$ cat src/rtl/re_ack_ctrl.sv
// re_ack_ctrl
//   Terminates NCH independent four-phase REreq/REack handshakes and serves
//   them one at a time, round-robin, through a single shared four-phase
//   sample engine (smp_req/smp_ack). A channel is acknowledged only after its
//   sample has completed.
//
// Ports
//   clk       in   1      rising-edge clock
//   rst       in   1      asynchronous active-low reset
//   re_req    in   NCH    per-channel request (asynchronous, synchronised here)
//   re_ack    out  NCH    per-channel acknowledge (registered, at most one high)
//   go_ml     in   1      inhibit: no new grant while high (sampled in IDLE only)
//   smp_req   out  1      request to the shared sample stage (registered)
//   smp_ack   in   1      sample-stage acknowledge (asynchronous, synchronised here)
//   grant_id  out  ID_W   channel being served, valid while busy
//   busy      out  1      engine not in IDLE
//   err       out  1      one-cycle sample-timeout pulse (REACK_TIMEOUT_EN only)
//
// Configuration
//   REACK_TIMEOUT_EN  when defined, a TMO_W-bit counter aborts a SAMPLE that
//                     lasts TMO_MAX cycles without smp_ack; err pulses once,
//                     no acknowledge is given and the engine goes through RTZ.

module re_ack_ctrl #(
    parameter int unsigned NCH     = 4,
    parameter int unsigned ID_W    = $clog2(NCH),
    parameter int unsigned TMO_W   = 8,
    parameter int unsigned TMO_MAX = 200
) (
    input  logic            clk,
    input  logic            rst,
    input  logic [NCH-1:0]  re_req,
    output logic [NCH-1:0]  re_ack,
    input  logic            go_ml,
    output logic            smp_req,
    input  logic            smp_ack,
    output logic [ID_W-1:0] grant_id,
    output logic            busy
`ifdef REACK_TIMEOUT_EN
    ,
    output logic            err
`endif
);

    localparam logic [1:0] S_IDLE   = 2'd0;
    localparam logic [1:0] S_SAMPLE = 2'd1;
    localparam logic [1:0] S_ACK    = 2'd2;
    localparam logic [1:0] S_RTZ    = 2'd3;

    localparam logic [ID_W-1:0] LAST_CH = ID_W'(NCH - 1);

    // ------------------------------------------------------------------
    // Two-flop synchronisers
    // ------------------------------------------------------------------
    logic [NCH-1:0] req_m_q, req_s_q;
    logic           sack_m_q, sack_s_q;

    always_ff @(posedge clk or negedge rst) begin
        if (!rst) begin
            req_m_q  <= '0;
            req_s_q  <= '0;
            sack_m_q <= 1'b0;
            sack_s_q <= 1'b0;
        end else begin
            req_m_q  <= re_req;
            req_s_q  <= req_m_q;
            sack_m_q <= smp_ack;
            sack_s_q <= sack_m_q;
        end
    end

    // ------------------------------------------------------------------
    // Engine state
    // ------------------------------------------------------------------
    logic [1:0]      state_q, state_d;
    logic [ID_W-1:0] ptr_q, ptr_d;
    logic [ID_W-1:0] gid_q, gid_d;
    logic            sreq_q, sreq_d;
    logic [NCH-1:0]  ack_q, ack_d;

`ifdef REACK_TIMEOUT_EN
    logic [TMO_W-1:0] tmo_q, tmo_d;
    logic             err_q, err_d;
    logic             tmo_hit;

    assign tmo_hit = (tmo_q == TMO_W'(TMO_MAX - 1));
`endif

    // ------------------------------------------------------------------
    // Round-robin search: first requesting channel at or after ptr, with
    // wrap. The candidate index is folded back below NCH explicitly so the
    // search also works for non-power-of-two channel counts.
    // ------------------------------------------------------------------
    logic            arb_hit;
    logic [ID_W-1:0] arb_idx;
    logic [ID_W-1:0] cand_id;
    int unsigned     cand;

    always_comb begin
        arb_hit = 1'b0;
        arb_idx = '0;
        cand    = 0;
        cand_id = '0;
        for (int unsigned k = 0; k < NCH; k++) begin
            cand = 32'(ptr_q) + k;
            if (cand >= NCH) begin
                cand = cand - NCH;
            end
            cand_id = ID_W'(cand);
            if (!arb_hit && req_s_q[cand_id]) begin
                arb_hit = 1'b1;
                arb_idx = cand_id;
            end
        end
    end

    // ------------------------------------------------------------------
    // Next-state logic
    // ------------------------------------------------------------------
    always_comb begin
        state_d = state_q;
        ptr_d   = ptr_q;
        gid_d   = gid_q;
        sreq_d  = sreq_q;
        ack_d   = ack_q;
`ifdef REACK_TIMEOUT_EN
        tmo_d   = tmo_q;
        err_d   = 1'b0;
`endif
        case (state_q)
            S_IDLE: begin
                if (!go_ml && arb_hit) begin
                    gid_d   = arb_idx;
                    ptr_d   = (arb_idx == LAST_CH) ? '0 : arb_idx + 1'b1;
                    sreq_d  = 1'b1;
                    state_d = S_SAMPLE;
`ifdef REACK_TIMEOUT_EN
                    tmo_d   = '0;
`endif
                end
            end
            S_SAMPLE: begin
                if (sack_s_q) begin
                    sreq_d  = 1'b0;
                    ack_d   = NCH'(1) << gid_q;
                    state_d = S_ACK;
                end
`ifdef REACK_TIMEOUT_EN
                // Abort: ptr already moved past this channel at grant time,
                // so its still-pending request simply competes again.
                else if (tmo_hit) begin
                    sreq_d  = 1'b0;
                    err_d   = 1'b1;
                    state_d = S_RTZ;
                end else begin
                    tmo_d   = tmo_q + 1'b1;
                end
`endif
            end
            S_ACK: begin
                if (!req_s_q[gid_q]) begin
                    ack_d   = '0;
                    state_d = S_RTZ;
                end
            end
            S_RTZ: begin
                if (!sack_s_q) begin
                    state_d = S_IDLE;
                end
            end
            default: begin
                state_d = S_IDLE;
                sreq_d  = 1'b0;
                ack_d   = '0;
            end
        endcase
    end

    always_ff @(posedge clk or negedge rst) begin
        if (!rst) begin
            state_q <= S_IDLE;
            ptr_q   <= '0;
            gid_q   <= '0;
            sreq_q  <= 1'b0;
            ack_q   <= '0;
        end else begin
            state_q <= state_d;
            ptr_q   <= ptr_d;
            gid_q   <= gid_d;
            sreq_q  <= sreq_d;
            ack_q   <= ack_d;
        end
    end

`ifdef REACK_TIMEOUT_EN
    always_ff @(posedge clk or negedge rst) begin
        if (!rst) begin
            tmo_q <= '0;
            err_q <= 1'b0;
        end else begin
            tmo_q <= tmo_d;
            err_q <= err_d;
        end
    end

    assign err = err_q;
`endif

    // ------------------------------------------------------------------
    // Outputs
    // ------------------------------------------------------------------
    assign re_ack   = ack_q;
    assign smp_req  = sreq_q;
    assign grant_id = gid_q;
    assign busy     = (state_q != S_IDLE);

endmodule
$ cat config.mk
export PLATFORM = sky130hd
export DESIGN_NAME = re_ack_ctrl
export DESIGN_NICKNAME = d
export VERILOG_FILES = /design/src/rtl/re_ack_ctrl.sv
export SDC_FILE = /design/constraint.sdc
export NUM_CORES = 1
export LEC_CHECK = 0
export BUFFER_PORTS_ARGS = -buffer_cell sky130_fd_sc_hd__buf_2
export CORE_MARGIN = 4
export CORE_UTILIZATION = 51
export DETAILED_ROUTE_END_ITERATION = 6
export PLACE_DENSITY = 0.74
export REMOVE_ABC_BUFFERS = 1
export SLEW_MARGIN = 5
export SYNTH_ARGS = -nofsm -noshare
export SYNTH_HDL_FRONTEND = slang
export SYNTH_SLANG_ARGS = --single-unit
export TNS_END_PERCENT = 20
$ cat constraint.sdc
create_clock -name clk -period 2.6 [get_ports clk]
set_input_delay 0.39 -clock clk [delete_from_list [all_inputs] [get_ports clk]]
set_output_delay 0.39 -clock clk [all_outputs]
set_load 0.1 [all_outputs]
Word-level counts from Yosys, hierarchy flattened. Index checks and enable logic that the tools add are counted.

Logic and storage cells: 85. Input bits: 8. Bits in registers: 21. Output and inout bits: 8.

Muxes and demuxes: 34. $add $sub $neg: 8. Equal/unequal tests: 8. Reductions and logical operators: 16. Shift operators: 1. Order comparisons: 9.

Operator list (count): 2-to-1 mux 2 bit (13); less-than comparator 2 x 3 -> 1 bit, second input constant (5); 2-to-1 mux 1 bit (11); binary-select mux 1 bit (select 2 bit) (5); >= comparator 3 bit, second input constant (3); 2-to-1 mux 4 bit (2); inequality test 2 bit, second input constant (4); case mux 2 bit (4 select lines) (1); case mux 4 bit (2 select lines) (1); subtractor 2 x 1 -> 2 bit, second input constant (4); adder 2 x 2 -> 3 bit, second input constant (2); == test 2 bit, second input constant (3); AND reduction 3 bit (2); nonzero test 2 bit (3); logical AND 1 bit (4); zero test 1 bit (4); AND reduction 4 bit (1); << shifter 1 x 2 -> 4 bit, first input constant (1); adder 2 x 1 -> 3 bit, second input constant (1); >= comparator 2 x 3 -> 1 bit, second input constant (1); adder 2 x 1 -> 2 bit, second input constant (1); == test 2 x 1 -> 1 bit, second input constant (1); zero test 2 bit (1); case mux 1 bit (2 select lines) (1); AND reduction 2 bit (1).

Longest topological paths before layout. Gate-level depths: netlist of run 1.

Word-level depth: 17. Depth in mapped cells: 6. Mapped depth without buffers: 6.

Worst setup path before layout of run 1. OpenSTA, ideal clock, no wires.

Path kind: reg-to-reg. Start point: register state_q[0]. End point: register state_q[1]. Stages on the path, launching flop included: 7. Buffers on the path: 0. Library setup time: 0.125 ns. Required time: 2.475 ns. Slack: 0.539 ns. Arrival: 1.936 ns. Clock period less this slack: 2.061 ns. Cells stage by stage: dfrtp_1 > inv_1 > ha_1 > inv_1 > o211ai_2 > nor2_2 > mux2_4.

Longest elaborated chain between the ends: 3. Elaborated cells between the ends (all ways): 10. Those cells by class: eq/ne (7); mux (1); reduce/logical (2).

Ends and longest elaborated chain: from (decl) (line 75) `logic [1:0] state_q, state_d;`; from (signal assigned) (line 187) `state_q <= state_d;`; == test 2 bit (tied with other cells) (line 130) `case (state_q)`; inequality test 2 bit (no line); AND reduction 4 bit (no line).

Several ways; a longest one is shown, not always the timed one. A chain may end at the register's enable or synchronous reset.

Final worst setup path of run 1.
Start point: register state_q[1]. End point: output port busy.

Longest elaborated chain between the ends: 1.

Ends and longest elaborated chain: nonzero test 2 bit (line 215) `assign busy = (state_q != S_IDLE);`; to (decl) (line 38) `output logic busy`.

Every way passes these cells.

==> out/results.ini, run 1 <==
[finish]
mostFrequentLayoutCell = dfrtp_1
drive_above_1_share_pct = 29.47
antenna_cells = 0
nFillCells = 140
register_area_um2 = 525.5
multi_input_area_um2 = 374.1
final_cell_mix = dfrtp_1, buf_2, inv_1
syn_to_final_growth_pct = 13.88
fin_nets = 110

[job]
drv_cap = 0

[synth]
ys_ff_latch = 21
ys.flop_type = dfrtp_1
yosys_warnings = 0
synth_area_per_cell_um2 = 12.17
syn_area_um2 = 937.1
synth_cells = 77
synth_edf_count = 0
synth_cell_types = 27
yosysSeqAreaShare_pct = 56.07
async_flop_share_pct = 100.0

[worst_setup_path]
critPathKind = register to output pin
end_kind = output pin
critPathLaunchType = register
required_ns = 2.21
crit_fanout = 4
arrival_ns = 1.61

[clock_tree]
post_cts_buffers = 0
post_cts_resize_count = 0
htreeDepth = 1
path_clk_slew_ns = 0.11
hold_buffers = 0
clkSinkCount = 21
cts_buffer_depth = 2
cts_root_buffer = clkbuf_4
cts_tree = yes
clk_latency_ns = 0.30
numCtsBuffers = 3

[sta]
maxSlewHeadroom_pct = 67.52
fin_hold_ws_ns = 0.01064
setup_tns_ns = 0
slew_violations = 0
skew_ns = 0.001136
period_share_pct = 76.96
final.min_clock_period_ns = 2.001
setup-violations-final = 0
worstMarginPinSlew_ns = 0.4906
fmax_mhz = 499.7
hold_viol_final = 0
rsz0062_at_grt = no

[detailed_routing]
drt_pre_antenna_iters = 4
ant_nets = 0
wl_um = 1570
drc = 0
vias_per_cell = 5.250
wl_per_cell_um = 13.08
via_count = 630
drt_iter0_drc = 5

[floorplanning]
row_count = 15
initial_core_util_pct = 54.28
core_um2 = 1727
die-area_um2 = 2587
io_pins = 16
die_w_um = 50.87
fp.dieH_um = 50.87

[placement]
portBuffers = 15
gp_congestion = 0.7380
dp_hpwl_um = 1230

[grt]
grt_pass1_vias = 679
grt.total_usage_pct = 14.75
grt_max_degree = 22
antenna_found_initial = 0
gr-total-overflow = 0
grt_pass1_wl_um = 2911

[hold_path]
hp-class = input port to async pin

[run_status]
status = completed

state kept, by name, summed over array words and instances, names as in the netlist:
name      flops
re_ack        4
sack_s_q      1
sack_m_q      1
smp_req       1
ptr_q         2
grant_id      2
state_q       2
req_m_q       4
req_s_q       4
cell usage after synthesis, drive strengths merged (2+ instances only):
cell    count  share of area (%)
mux2        4                5.2
a21oi       5                2.7
inv         9                3.6
nand2       4                1.6
nand2b      3                2.0
a22o        3                2.9
o21ai       3                1.6
a32o        2                2.1
dfrtp      21                 56
mux2i       3                3.2
ha          6                8.0
nor2        2                1.1
logic make-up after synthesis:
logic type / synth area share [%]
AO/OA/AOI/OAI: 15.76
buffers and inverters: 4.005
multiplexers: 8.411
adder cells (fa/ha/maj): 8.010
flip-flops: 56.07
AND/OR/NAND/NOR: 7.743
worst max-delay path: stages, from the launching register on:
cell and delay [ns]:
dfrtp_1 0.43, inv_1 0.10, ha_1 0.23, inv_1 0.11
buf_2 0.44
layout make-up:
cell class / instances / area share, %
inverter: 9 / 3.165
timing repair buffer: 15 / 7.034
clock buffer: 3 / 2.110
multi-input combinational: 46 / 35.05
clock inverter: 1 / 0.4689
tap: 25 / 2.931
sequential: 21 / 49.24
per-layer routing:
| metal | part of all wire, % | track usage, % |
|---|---|---|
| met1 | 45 | 19.43 |
| met2 | 48 | 23.70 |
| met3 | 5.5 | 4.082 |
| met4 | 1.5 | 4.484 |
| met5 | 0 | 0 |
through the flow:
step	setup WS (ns)	instances	util, %	area, µm²
after floorplan	0.5388	76	-	933.4
after global placement	0.9013	116	60.22	1040
after detailed placement	0.8450	116	60.22	1040
after CTS	0.5873	120	61.81	1067
after global routing	0.5140	120	61.81	1067
final	0.5989	120	61.81	1067
path summary, 6_finish.rpt:
kind	cells after the start	slack, ns	to	start
setup / recovery	4	0.60	busy	state_q[1]
hold / removal	1	0.01	grant_id[0]	rst
setup reg to reg	4	0.82	ptr_q[1]	req_s_q[2]
hold reg to reg	0	0.36	req_s_q[3]	req_m_q[3]
max in group asynchronous	1	2.28	ptr_q[1]	rst
min in group clk	1	0.18	req_m_q[0]	re_req[0]
Power of run 1 is not shown: default switching activity piles up to over one toggle a cycle in this logic, so the estimate is an artifact.
==> run 2, diff against run 1 <==
- clock period: 2.6 -> 1.9 ns (I/O delays scaled with it)
==> out/results.ini, run 2 (synthesis results as in run 1) <==
[floorplanning]
die-area_um2 = 2587  ; unchanged
fp.dieH_um = 50.87  ; unchanged
row_count = 15  ; unchanged
die_w_um = 50.87  ; unchanged
core_um2 = 1727  ; unchanged
io_pins = 16  ; unchanged
initial_core_util_pct = 54.28  ; unchanged

[hold_path]
hp-class = input port to register
min_from = smp_ack

[grt]
grt_pass1_wl_um = 2939  ; +0.96%
grt_max_degree = 22  ; unchanged
grt_pass1_vias = 708  ; +4.3%
gr-total-overflow = 0  ; unchanged
antenna_found_initial = 0  ; unchanged
grt.total_usage_pct = 15.39  ; +0.64 points

[sta]
setup-violations-final = 0  ; unchanged
rsz0062_at_grt = no
fmax_mhz = 568.0
slew_violations = 0  ; unchanged
skew_ns = 0.006163  ; +0.005027 ns
hold_viol_final = 0  ; unchanged
worstMarginPinSlew_ns = 0.4907  ; +0.00009787 ns
final.min_clock_period_ns = 1.761
period_share_pct = 92.66
maxSlewHeadroom_pct = 67.51  ; about the same

[clock_tree]
clk_latency_ns = 0.30  ; about the same
clkSinkCount = 21  ; unchanged
cts_tree = yes
cts_root_buffer = clkbuf_4
cts_buffer_depth = 2  ; unchanged
path_clk_slew_ns = 0.11  ; about the same
numCtsBuffers = 3  ; unchanged
htreeDepth = 1  ; unchanged
post_cts_buffers = 0  ; unchanged

[detailed_routing]
drc = 0  ; unchanged
vias_per_cell = 5.306  ; +1.1%
wl_um = 1641  ; +4.5%
via_count = 642  ; +1.9%
ant_nets = 0  ; unchanged
drt_pre_antenna_iters = 4  ; unchanged
drt_iter0_drc = 18  ; +13
wl_per_cell_um = 13.56  ; +3.7%

[finish]
antenna_cells = 0  ; unchanged
mostFrequentLayoutCell = dfrtp_1
final_cell_area_um2 = 1080  ; +1.2%
final_cell_mix = dfrtp_1, buf_2, inv_1
syn_to_final_growth_pct = 15.22
drive_above_1_share_pct = 29.17  ; -0.31 points
fin_nets = 111  ; +0.91%

[worst_setup_path]
required_ns = 1.62  ; -0.59 ns
cp_top_family = buffers and inverters
crit_top_cell = inv_1
end_kind = output pin
cpPeakStageDelay_ns = 0.42  ; -0.02 ns
crit_path_top_delay_cell = dfrtp_1
startpoint = state_q[1]
crit_fanout = 4  ; unchanged
arrival_ns = 1.48  ; -0.13 ns
critPathLaunchType = register
path_cells = inv_1, ha_1, inv_1, buf_4
critPathKind = register to output pin
crit_buf_inv = 3  ; unchanged
timing.rr.start = req_s_q[2]

[run_status]
status = completed

[placement]
portBuffers = 15  ; unchanged
dp_hpwl_um = 1255  ; +2.0%
placed_cell_area_um2 = 1040  ; unchanged
gp_congestion = 0.7356  ; -0.33%

[job]
drv_cap = 0  ; unchanged

run 2: changes by cell type in the layout (fill, tap and decap cells not counted), sizes merged:
cell | previous run | this run
dlygate4sd3 | 0 | 1
run 2: stage by stage:
stage / hold WS, ns / utilization, % / worst slack (ns) / setup TNS [ns] / instances
finish: 0.07825 / 62.54 / 0.1394 / 0 / 121
global placement: 0.2546 / 60.22 / 0.2018 / 0 / 116
CTS: 0.06571 / 62.54 / 0.1204 / 0 / 121
detailed placement: 0.2640 / 60.22 / 0.1463 / 0 / 116
global route: 0.05249 / 62.54 / 0.04077 / 0 / 121
floorplan: -0.01059 / - / -0.1612 / -0.2325 / 76
run 2: path summary, 6_finish.rpt:
check,slack [ns],to,depth (start not counted)
worst max-delay path,0.14,busy,4
worst min-delay path,0.08,sack_m_q,1
worst max register to register,0.15,ptr_q[1],4
worst min register to register,0.36,req_s_q[3],0
max in group asynchronous,1.14,req_s_q[2],2
min in group asynchronous,0.45,smp_req,2
run 2: routing by layer:
metal,track usage (%),part of all wire [%]
met1,18.13,45
met2,24.78,48
met3,3.790,3.8
met4,10.31,3.9
met5,0,0
run 2: cell type report:
cell class / count / area, µm²
well taps: 25 / 31.28
flip-flops and latches: 21 / 525.5
clock buffers: 3 / 22.52
repair buffers: 16 / 87.58
clock inverters: 1 / 5.005
multi-input cells: 46 / 374.1
fillers: 151 / 646.9
inverters: 9 / 33.78
run 2: what timing repair did:
action / CTS / global route
endpoints found under the hold margin: 21 / 0
hold buffers: 1 / 0
endpoints found under the setup margin: 1 / 0
gates resized for setup: 1 / 0
Power of run 2 is left out for the same reason.
